<file path="src/rtl/apx_add_err_monitor_pkg.sv">
// Shared definitions for the approximate-adder error monitor: default widths,
// pipeline depth and FSM state encoding.
package apx_add_err_monitor_pkg;

  localparam int unsigned OP_BITWIDTH_DEF = 16;
  localparam int unsigned DP_W_DEF        = 32;
  localparam int unsigned CNT_W_DEF       = 16;
  localparam int unsigned ACC_W_DEF       = 48;
  localparam int unsigned PIPE_DEPTH      = 2;
  localparam int unsigned DRAIN_W         = $clog2(PIPE_DEPTH);

  typedef enum logic [1:0] {
    ST_IDLE  = 2'd0,
    ST_RUN   = 2'd1,
    ST_DRAIN = 2'd2,
    ST_DONE  = 2'd3
  } state_e;

endpackage

</file>
<file path="src/rtl/apx_err_calc.sv">
// Error datapath: exact OP-bit signed sum, difference against the approximate
// result (registered as stage S1) and its absolute value.
module apx_err_calc
  import apx_add_err_monitor_pkg::*;
#(
  parameter int unsigned OP_W = OP_BITWIDTH_DEF,
  parameter int unsigned DP_W = DP_W_DEF
) (
  input  logic            clk,
  input  logic            rst,
  input  logic            in_fire,
  input  logic [DP_W-1:0] a,
  input  logic [DP_W-1:0] b,
  input  logic [DP_W-1:0] c,
  output logic            s1_valid,
  output logic [DP_W:0]   s1_diff,
  output logic [DP_W:0]   absd_c
);

  logic [OP_W:0] exact_c;
  logic [DP_W:0] exact_ext_c;
  logic [DP_W:0] c_ext_c;
  logic [DP_W:0] diff_c;
  logic          unused_hi_c;

  // Operand bits above OP_W are not part of the active width.
  assign unused_hi_c = ^{a[DP_W-1:OP_W], b[DP_W-1:OP_W]};

  // Two's-complement arithmetic on explicitly sign-extended vectors.
  assign exact_c     = {a[OP_W-1], a[OP_W-1:0]} + {b[OP_W-1], b[OP_W-1:0]};
  assign exact_ext_c = {{(DP_W - OP_W){exact_c[OP_W]}}, exact_c};
  assign c_ext_c     = {c[DP_W-1], c};
  assign diff_c      = c_ext_c - exact_ext_c;

  always_ff @(posedge clk) begin
    if (rst) begin
      s1_valid <= 1'b0;
      s1_diff  <= '0;
    end else begin
      s1_valid <= in_fire;
      s1_diff  <= diff_c;
    end
  end

  // The most-negative diff cannot occur, so negation never overflows.
  assign absd_c = s1_diff[DP_W] ? ((~s1_diff) + (DP_W + 1)'(1)) : s1_diff;

endmodule

</file>
<file path="src/rtl/apx_add_err_monitor.sv">
// Approximate-adder error monitor: windowed FSM, sample counting and
// mismatch / |error| sum / |error| max statistics.
module apx_add_err_monitor
  import apx_add_err_monitor_pkg::*;
#(
  parameter int unsigned OP_BITWIDTH        = OP_BITWIDTH_DEF,
  parameter int unsigned DATA_PATH_BITWIDTH = DP_W_DEF,
  parameter int unsigned CNT_W              = CNT_W_DEF,
  parameter int unsigned ACC_W              = ACC_W_DEF
) (
  input  logic                          clk,
  input  logic                          rst,
  input  logic                          start,
  input  logic [CNT_W-1:0]              num_samples,
  input  logic                          in_valid,
  output logic                          in_ready,
  input  logic [DATA_PATH_BITWIDTH-1:0] a,
  input  logic [DATA_PATH_BITWIDTH-1:0] b,
  input  logic [DATA_PATH_BITWIDTH-1:0] c,
  output logic                          busy,
  output logic                          done,
  output logic [CNT_W-1:0]              sample_cnt,
  output logic [CNT_W-1:0]              err_cnt,
  output logic [ACC_W-1:0]              err_sum,
  output logic [DATA_PATH_BITWIDTH:0]   err_max
);

  localparam int unsigned DP_W = DATA_PATH_BITWIDTH;

  state_e              state_q;
  state_e              state_d;
  logic [CNT_W-1:0]    target_q;
  logic [CNT_W-1:0]    acc_cnt_q;
  logic [DRAIN_W-1:0]  drain_q;
  logic                fire_c;
  logic                arm_c;
  logic                last_c;
  logic                s1_valid;
  logic [DP_W:0]       s1_diff;
  logic [DP_W:0]       absd_c;
  logic [ACC_W:0]      sum_ext_c;

  apx_err_calc #(
    .OP_W (OP_BITWIDTH),
    .DP_W (DP_W)
  ) u_calc (
    .clk      (clk),
    .rst      (rst),
    .in_fire  (fire_c),
    .a        (a),
    .b        (b),
    .c        (c),
    .s1_valid (s1_valid),
    .s1_diff  (s1_diff),
    .absd_c   (absd_c)
  );

  assign fire_c = in_valid && in_ready;
  assign arm_c  = start && ((state_q == ST_IDLE) || (state_q == ST_DONE));
  assign last_c = fire_c && (acc_cnt_q == (target_q - CNT_W'(1)));

  always_ff @(posedge clk) begin
    if (rst) state_q <= ST_IDLE;
    else     state_q <= state_d;
  end

  always_comb begin
    state_d = state_q;
    case (state_q)
      ST_IDLE, ST_DONE: begin
        if (start) state_d = (num_samples == '0) ? ST_DONE : ST_RUN;
      end
      ST_RUN:   if (last_c) state_d = ST_DRAIN;
      ST_DRAIN: if (drain_q == DRAIN_W'(PIPE_DEPTH - 1)) state_d = ST_DONE;
      default:  state_d = ST_IDLE;
    endcase
  end

  always_comb begin
    in_ready = 1'b0;
    busy     = 1'b0;
    done     = 1'b0;
    case (state_q)
      ST_RUN:   begin in_ready = 1'b1; busy = 1'b1; end
      ST_DRAIN: busy = 1'b1;
      ST_DONE:  done = 1'b1;
      default:  ;
    endcase
  end

  // Saturating add: the carry out of the widened sum selects the clamp.
  assign sum_ext_c = {1'b0, err_sum} + (ACC_W + 1)'(absd_c);

  always_ff @(posedge clk) begin
    if (rst) begin
      target_q   <= '0;
      acc_cnt_q  <= '0;
      drain_q    <= '0;
      sample_cnt <= '0;
      err_cnt    <= '0;
      err_sum    <= '0;
      err_max    <= '0;
    end else begin
      drain_q <= (state_q == ST_DRAIN) ? drain_q + DRAIN_W'(1) : '0;
      if (arm_c) begin
        target_q   <= num_samples;
        acc_cnt_q  <= '0;
        sample_cnt <= '0;
        err_cnt    <= '0;
        err_sum    <= '0;
        err_max    <= '0;
      end else begin
        if (fire_c) acc_cnt_q <= acc_cnt_q + CNT_W'(1);
        if (s1_valid) begin
          sample_cnt <= sample_cnt + CNT_W'(1);
          if (absd_c != '0) err_cnt <= err_cnt + CNT_W'(1);
          err_sum <= sum_ext_c[ACC_W] ? '1 : sum_ext_c[ACC_W-1:0];
          if (absd_c > err_max) err_max <= absd_c;
        end
      end
    end
  end

endmodule

</file>
<file path="config.mk">
export PLATFORM = sky130hd
export DESIGN_NAME = apx_add_err_monitor
export DESIGN_NICKNAME = d
export VERILOG_FILES = /design/src/rtl/apx_add_err_monitor_pkg.sv /design/src/rtl/apx_err_calc.sv /design/src/rtl/apx_add_err_monitor.sv
export SDC_FILE = /design/constraint.sdc
export NUM_CORES = 1
export LEC_CHECK = 0
export ABC_AREA = 1
export BUFFER_PORTS_ARGS = -buffer_cell sky130_fd_sc_hd__buf_2
export CAP_MARGIN = 20
export CORE_UTILIZATION = 40
export CTS_CLUSTER_DIAMETER = 120
export DETAILED_ROUTE_END_ITERATION = 10
export GPL_ROUTABILITY_DRIVEN = 0
export MAX_ROUTING_LAYER = met4
export PLACE_DENSITY_LB_ADDON = 0.05
export REMOVE_ABC_BUFFERS = 1
export SETUP_SLACK_MARGIN = 0.5
export SKIP_LAST_GASP = 1
export SLEW_MARGIN = 20
export SYNTH_ARGS = -nofsm -noshare
export SYNTH_HDL_FRONTEND = slang
export SYNTH_HIERARCHICAL = 1
export SYNTH_SLANG_ARGS = --single-unit
</file>
<file path="constraint.sdc">
create_clock -name clk -period 3.66 [get_ports clk]
set_input_delay 0.549 -clock clk [delete_from_list [all_inputs] [get_ports clk]]
set_output_delay 0.549 -clock clk [all_outputs]
set_load 0.02 [all_outputs]
</file>
# Word-level counts from Yosys, hierarchy flattened
# Index checks and enable logic that the tools add are counted.
totals:
  register_bits: 182
  inputBits: 116
  output_inout_bits: 116
  elab_cells: 53
classes:
  add_sub_neg: 9
  magnitude_cmp: 1
  n_eq_ne: 7
  muxes: 10
  bitwise_logic: 2
  reduce_logical: 14
op_table:
  columns: ["operator", "n"]
  rows:
  - ["$add 48x33->49", 1]
  - ["$add 16x1->16 const B", 3]
  - ["$mux 48", 1]
  - ["$add 33x1->33 const B", 1]
  - ["$gt 33x33->1", 1]
  - ["$mux 33", 1]
  - ["$not 33->33", 1]
  - ["$reduce_bool 33->1", 1]
  - ["$sub 32x17->33", 1]
  - ["$add 16x16->17", 1]
  - ["$eq 16x16->1", 1]
  - ["$logic_not 16->1", 1]
  - ["$sub 16x1->16 const B", 1]
  - ["$mux 2", 4]
  - ["$reduce_or 2->1", 4]
  - ["$ne 2x2->1 const B", 3]
  - ["$pmux 2 s3", 1]
  - ["$eq 2x2->1 const B", 2]
  - ["$reduce_and 2->1", 2]
  - ["$logic_and 1x1->1", 3]
  - ["$mux 1", 3]
  - ["$reduce_and 3->1", 1]
  - ["$eq 2x1->1 const B", 1]
  - ["$logic_not 2->1", 1]
  - ["3 further kinds", 3]

# Depth between registers and ports, before layout
depth:
  word_depth: 6
  ltp_mapped: 26
  ltp_nobuf: 26

# Hierarchy
# The synthesis kept the hierarchy.
modules_own_cells:
  columns: ["mod", "n_inst", "cells_each", "area_per_inst_um2", "seq_area_each_um2"]
  rows:
  - ["apx_add_err_monitor", 1, 1684, 10607.7, 2962.8]
  - ["apx_err_calc", 1, 870, 5176.2, 680.7]

# Least setup slack after synthesis
# OpenSTA, ideal clock, no wires.
synth_path:
  kind: "register -> register"
  startpoint: "register u_calc.s1_diff[0]"
  endpoint: "register err_sum[14]"
  setup_time_ps: 109
  arrival_time_ps: 2924
  required_time_ps: 3551
  slack_ps: 627
  path_stages_with_launch: 22
  n_path_buf: 1
  period_less_slack_ps: 3033
  path_cell_list: "dfxtp_1 > inv_1 > ha_1 > nand3_1 > nor2_1 > nand3_1 > o21ai_1 > xor2_1 > ha_1 > nand2_1 > nor2_1 > inv_1 > o21ai_0 > a21oi_1 > nand2_2 > nand2_2 > nand2_4 > inv_4 > buf_6 > nand3_1 > nand2_1 > inv_1"
synth_between:
  elab_chain_len: 5
synth_lines:
  columns: ["element", "line_no", "rtl"]
  rows:
  - ["start, declared", "apx_err_calc.sv:16", "output logic [DP_W:0] s1_diff,"]
  - ["start signal, assigned", "apx_err_calc.sv:41", "s1_diff <= diff_c;"]
  - ["$not 33->33", "apx_err_calc.sv:46", "assign absd_c = s1_diff[DP_W] ? ((~s1_diff) + (DP_W + 1)'(1)) : s1_diff;"]
  - ["$add 33x1->33", "apx_err_calc.sv:46", null]
  - ["$mux 33", "apx_err_calc.sv:46", null]
  - ["net absd_c[20]", "apx_add_err_monitor.sv:40", "logic [DP_W:0] absd_c;"]
  - ["$add 48x33->49", "apx_add_err_monitor.sv:92", "assign sum_ext_c = {1'b0, err_sum} + (ACC_W + 1)'(absd_c);"]
  - ["$mux 48", "apx_add_err_monitor.sv:117", "err_sum <= sum_ext_c[ACC_W] ? '1 : sum_ext_c[ACC_W-1:0];"]
  - ["end signal, assigned", "apx_add_err_monitor.sv:117", null]
  - ["end, declared", "apx_add_err_monitor.sv:24", "output logic [ACC_W-1:0] err_sum,"]
# The timed path passes the listed nets, and every way through them passes these cells.
# A chain may end at the register's enable or synchronous reset.

# Final worst setup path
layout_path:
  startpoint: "register u_calc.s1_diff[0]"
  endpoint: "register err_sum[18]"
# The elaborated chain is that of the path after synthesis.

==> flow_summary_export.csv <==
group,metric,value,unit
clocking,cts_tree,"built",
worst_setup_path,r2r_start,"u_calc/s1_diff[0]$_SDFF_PP0_",
clocking,cts_buffer_depth,2,
sta,relSlewSlack,0.416,
cells_and_area,final_area,0.0198,mm²
clocking,path_clk_slew,0.07,ns
pwr,vdd_drop_max,317,µV
hold_path,min-delay-start,"num_samples[13]",
cells_and_area,num-fill-cells,4007,
worst_setup_path,cp.arrival,3.68,ns
cells_and_area,fin_util,0.511,
place,dpl_cell_area,0.0178,mm²
global_routing,grt_overflow_total,0,
route,firstDrtPassIters,5,
worst_setup_path,crit_required,4.05,ns
cells_and_area,layout.nets,3083,
pwr,p_per_area,545,mW/mm²
route,drt_iter0_drc,771,
pwr,leakage,9.41,nW
sta,finalCritPeriodShare,0.897,
clocking,cts-root-buf,"clkbuf_16",
worst_setup_path,startpoint_type,"register",
floorplanning,dieArea,0.0402,mm²
worst_setup_path,cp_num_cells,23,
route,avgRoutedWirePerCell,14.6,µm
job,maxCapViolCount,0,
route,vias,16600,
yosys,avgSynthCellArea,6.18,µm²
sta,worstMarginPinSlew,0.870,ns
route,drc_errors,0,
sta,setup_viol,0,
place,dpl.hpwl,38400,µm
clocking,cts.sinks,182,
sta,slew_violations,0,
floorplanning,core-area,0.0387,mm²
worst_setup_path,cp-end-kind,"register",
worst_setup_path,rr_endpoint,"err_sum[18]$_SDFFE_PP0P_",
cells_and_area,antenna_cells,0,
global_routing,grt_usage,0.248,
floorplanning,initial_core_util,0.407,
yosys,syn_area,0.0158,mm²
floorplanning,num_rows,72,
worst_setup_path,worst-path-buf-inv,6,
floorplanning,ios,232,
global_routing,grt_pass1_wl,78100,µm
worst_setup_path,cp_cell_sequence,"inv_2 -> ha_4 -> nand3_4 -> nor2_4 -> buf_6 -> nand3_4 -> nand2_4 -> nand2_4 -> o21ai_4 -> nand2_4 -> ha_4 -> nand2_2 -> nor2_1 -> inv_1 -> buf_4 -> nor4_4 -> nand2_2 -> nand2_2 -> nand2_4 -> nand2_8 -> clkinv_8 -> buf_4 -> a21oi_2",
global_routing,grt_max_degree,87,
hold_path,hold_path_class,"input port to register",
hold_path,whs_path_depth,3,
route,vias_per_cell,4.96,
place,dp_slack,0.00445,ns
sta,rsz0062_at_grt,"yes",
yosys,yosys_warnings,6,
worst_setup_path,reg2reg_slack,0.38,ns
floorplanning,die_h,201,µm
hold_path,hold-path-endpoint,"target_q[13]$_SDFFE_PP0P_",
cells_and_area,syn_to_final_growth,25.5,%
worst_setup_path,slowest_delay,0.32,ns
clocking,cts-htree-levels,4,
worst_setup_path,r2r_cells,23,
global_routing,grt_pass1_vias,15700,
sta,hold_violations,0,
sta,clock_skew,0.0131,ns
yosys,syn-instance-count,2553,
global_routing,antenna_found_initial,0,
route,antenna_left,0,
sta,fin_ws,0.376,ns
worst_setup_path,critPathMaxFanout,9,
worst_setup_path,path_class,"register to register",
worst_setup_path,crit_top_cell,"nand2_4",
sta,fmax,0.304,GHz
place,io_buffers,199,
worst_setup_path,cpMaxStageDelayCell,"dfxtp_2",
sta,fin_crit,3.28,ns
sta,timing.setup.tns,0,ns
route,routed_wl,49000,µm
status,outcome,"finished, final reports clean",
cells_and_area,drive_gt1_frac,0.197,
worst_setup_path,cp_top_family,"simple AND/OR/NAND/NOR gates",
clocking,ctsHoldBuffers,0,
clocking,insertion_delay,0.46,ns
floorplanning,die_w,201,µm
clocking,cts_inserted_buffers,17,
-- stage by stage --
step,power [mW],cells,hold WS (ns)
floorplan,6.06,2503,0.448
global placement,7.72,3296,0.463
detailed placement,7.78,3296,0.469
CTS,10.6,3348,0.324
global route,11.7,3355,0.376
finish,10.8,3355,0.361
-- layout make-up --
type / count / area, µm² / area share
multi-input combinational: 1877 / 11300 / 0.570
inverter: 445 / 1690 / 0.0852
tap: 518 / 648 / 0.0327
clock buffer: 19 / 443 / 0.0224
timing repair buffer: 301 / 1940 / 0.0981
clock inverter: 12 / 144 / 0.00727
sequential: 182 / 3650 / 0.184
timing repair inverter: 1 / 8.76 / 0.000442
-- how the worst max path moves through the flow --
stage / startpoint / end / slack (ns)
floorplan: state_q[0]$_SDFFE_PP0P_ / sample_cnt[13]$_SDFFE_PP0P_ / -2.51
global placement: u_calc/s1_diff[0]$_SDFF_PP0_ / err_sum[45]$_SDFFE_PP0P_ / 0.1
detailed placement: u_calc/s1_diff[0]$_SDFF_PP0_ / err_sum[0]$_SDFFE_PP0P_ / 0.004
CTS: u_calc/s1_diff[0]$_SDFF_PP0_ / err_max[4]$_SDFFE_PP0P_ / 0.44
global route: u_calc/s1_diff[0]$_SDFF_PP0_ / err_sum[40]$_SDFFE_PP0P_ / 0.21
finish: u_calc/s1_diff[0]$_SDFF_PP0_ / err_sum[18]$_SDFFE_PP0P_ / 0.38
-- registers in the layout, indices dropped and copies added (netlist names) --
signal / cells
err_cnt: 16
drain_q: 1
err_max: 33
acc_cnt_q: 16
state_q: 2
target_q: 16
err_sum: 48
sample_cnt: 16
u_calc/s1_valid: 1
u_calc/s1_diff: 33
-- placed cells by master, fill, tap and decap left out, types with 10 or more instances in the layout --
master,count
ha_1,84
o21a_1,10
nand4_1,43
dfxtp_1,179
inv_2,19
a21oi_1,181
nand3_1,155
o21bai_1,10
nor3_2,15
inv_1,422
xor2_1,36
buf_2,200
fa_1,33
clkbuf_16,18
nor2_2,20
nand3_2,12
o21ai_0,94
nand2_1,571
ha_4,24
xnor2_1,20
o21ai_1,21
nor4_1,15
nor3_1,24
nor2_4,13
o211ai_1,10
a21oi_2,21
nor2_1,333
nand2_2,37
buf_4,85
-- metal layers --
layer	vias up	global-route usage	share of wire
met3	80	0.0229	0.030
met5	-	-	0
met1	7544	0.306	0.46
met2	337	0.418	0.48
met4	0	0.0976	0.030
li1	8666	-	-
-- worst reg2reg max path: cells and delay by family, from the launching register on --
kind,cells,cell delay [ns]
flip-flops,1,0.32
AO/OA/AOI/OAI,2,0.28
AND/OR/NAND/NOR,13,1.53
buffers and inverters,6,0.63
adder cells (fa/ha/maj),2,0.45
-- power breakdown --
group	internal (mW)	total [mW]	leakage [nW]	switching [mW]
Clock	1.03	1.90	0.282	0.866
Combinational	2.53	6.42	7.65	3.88
Sequential	2.21	2.47	1.48	0.259
-- repair_timing --
action / CTS / global route
resized for setup: 178 / 49
setup endpoints to repair: 84 / 97
gates cloned: 4 / 3
pin swaps: 43 / 20
buffers inserted: 17 / 4
No activity file was read; power rests on OpenSTA's default activity.
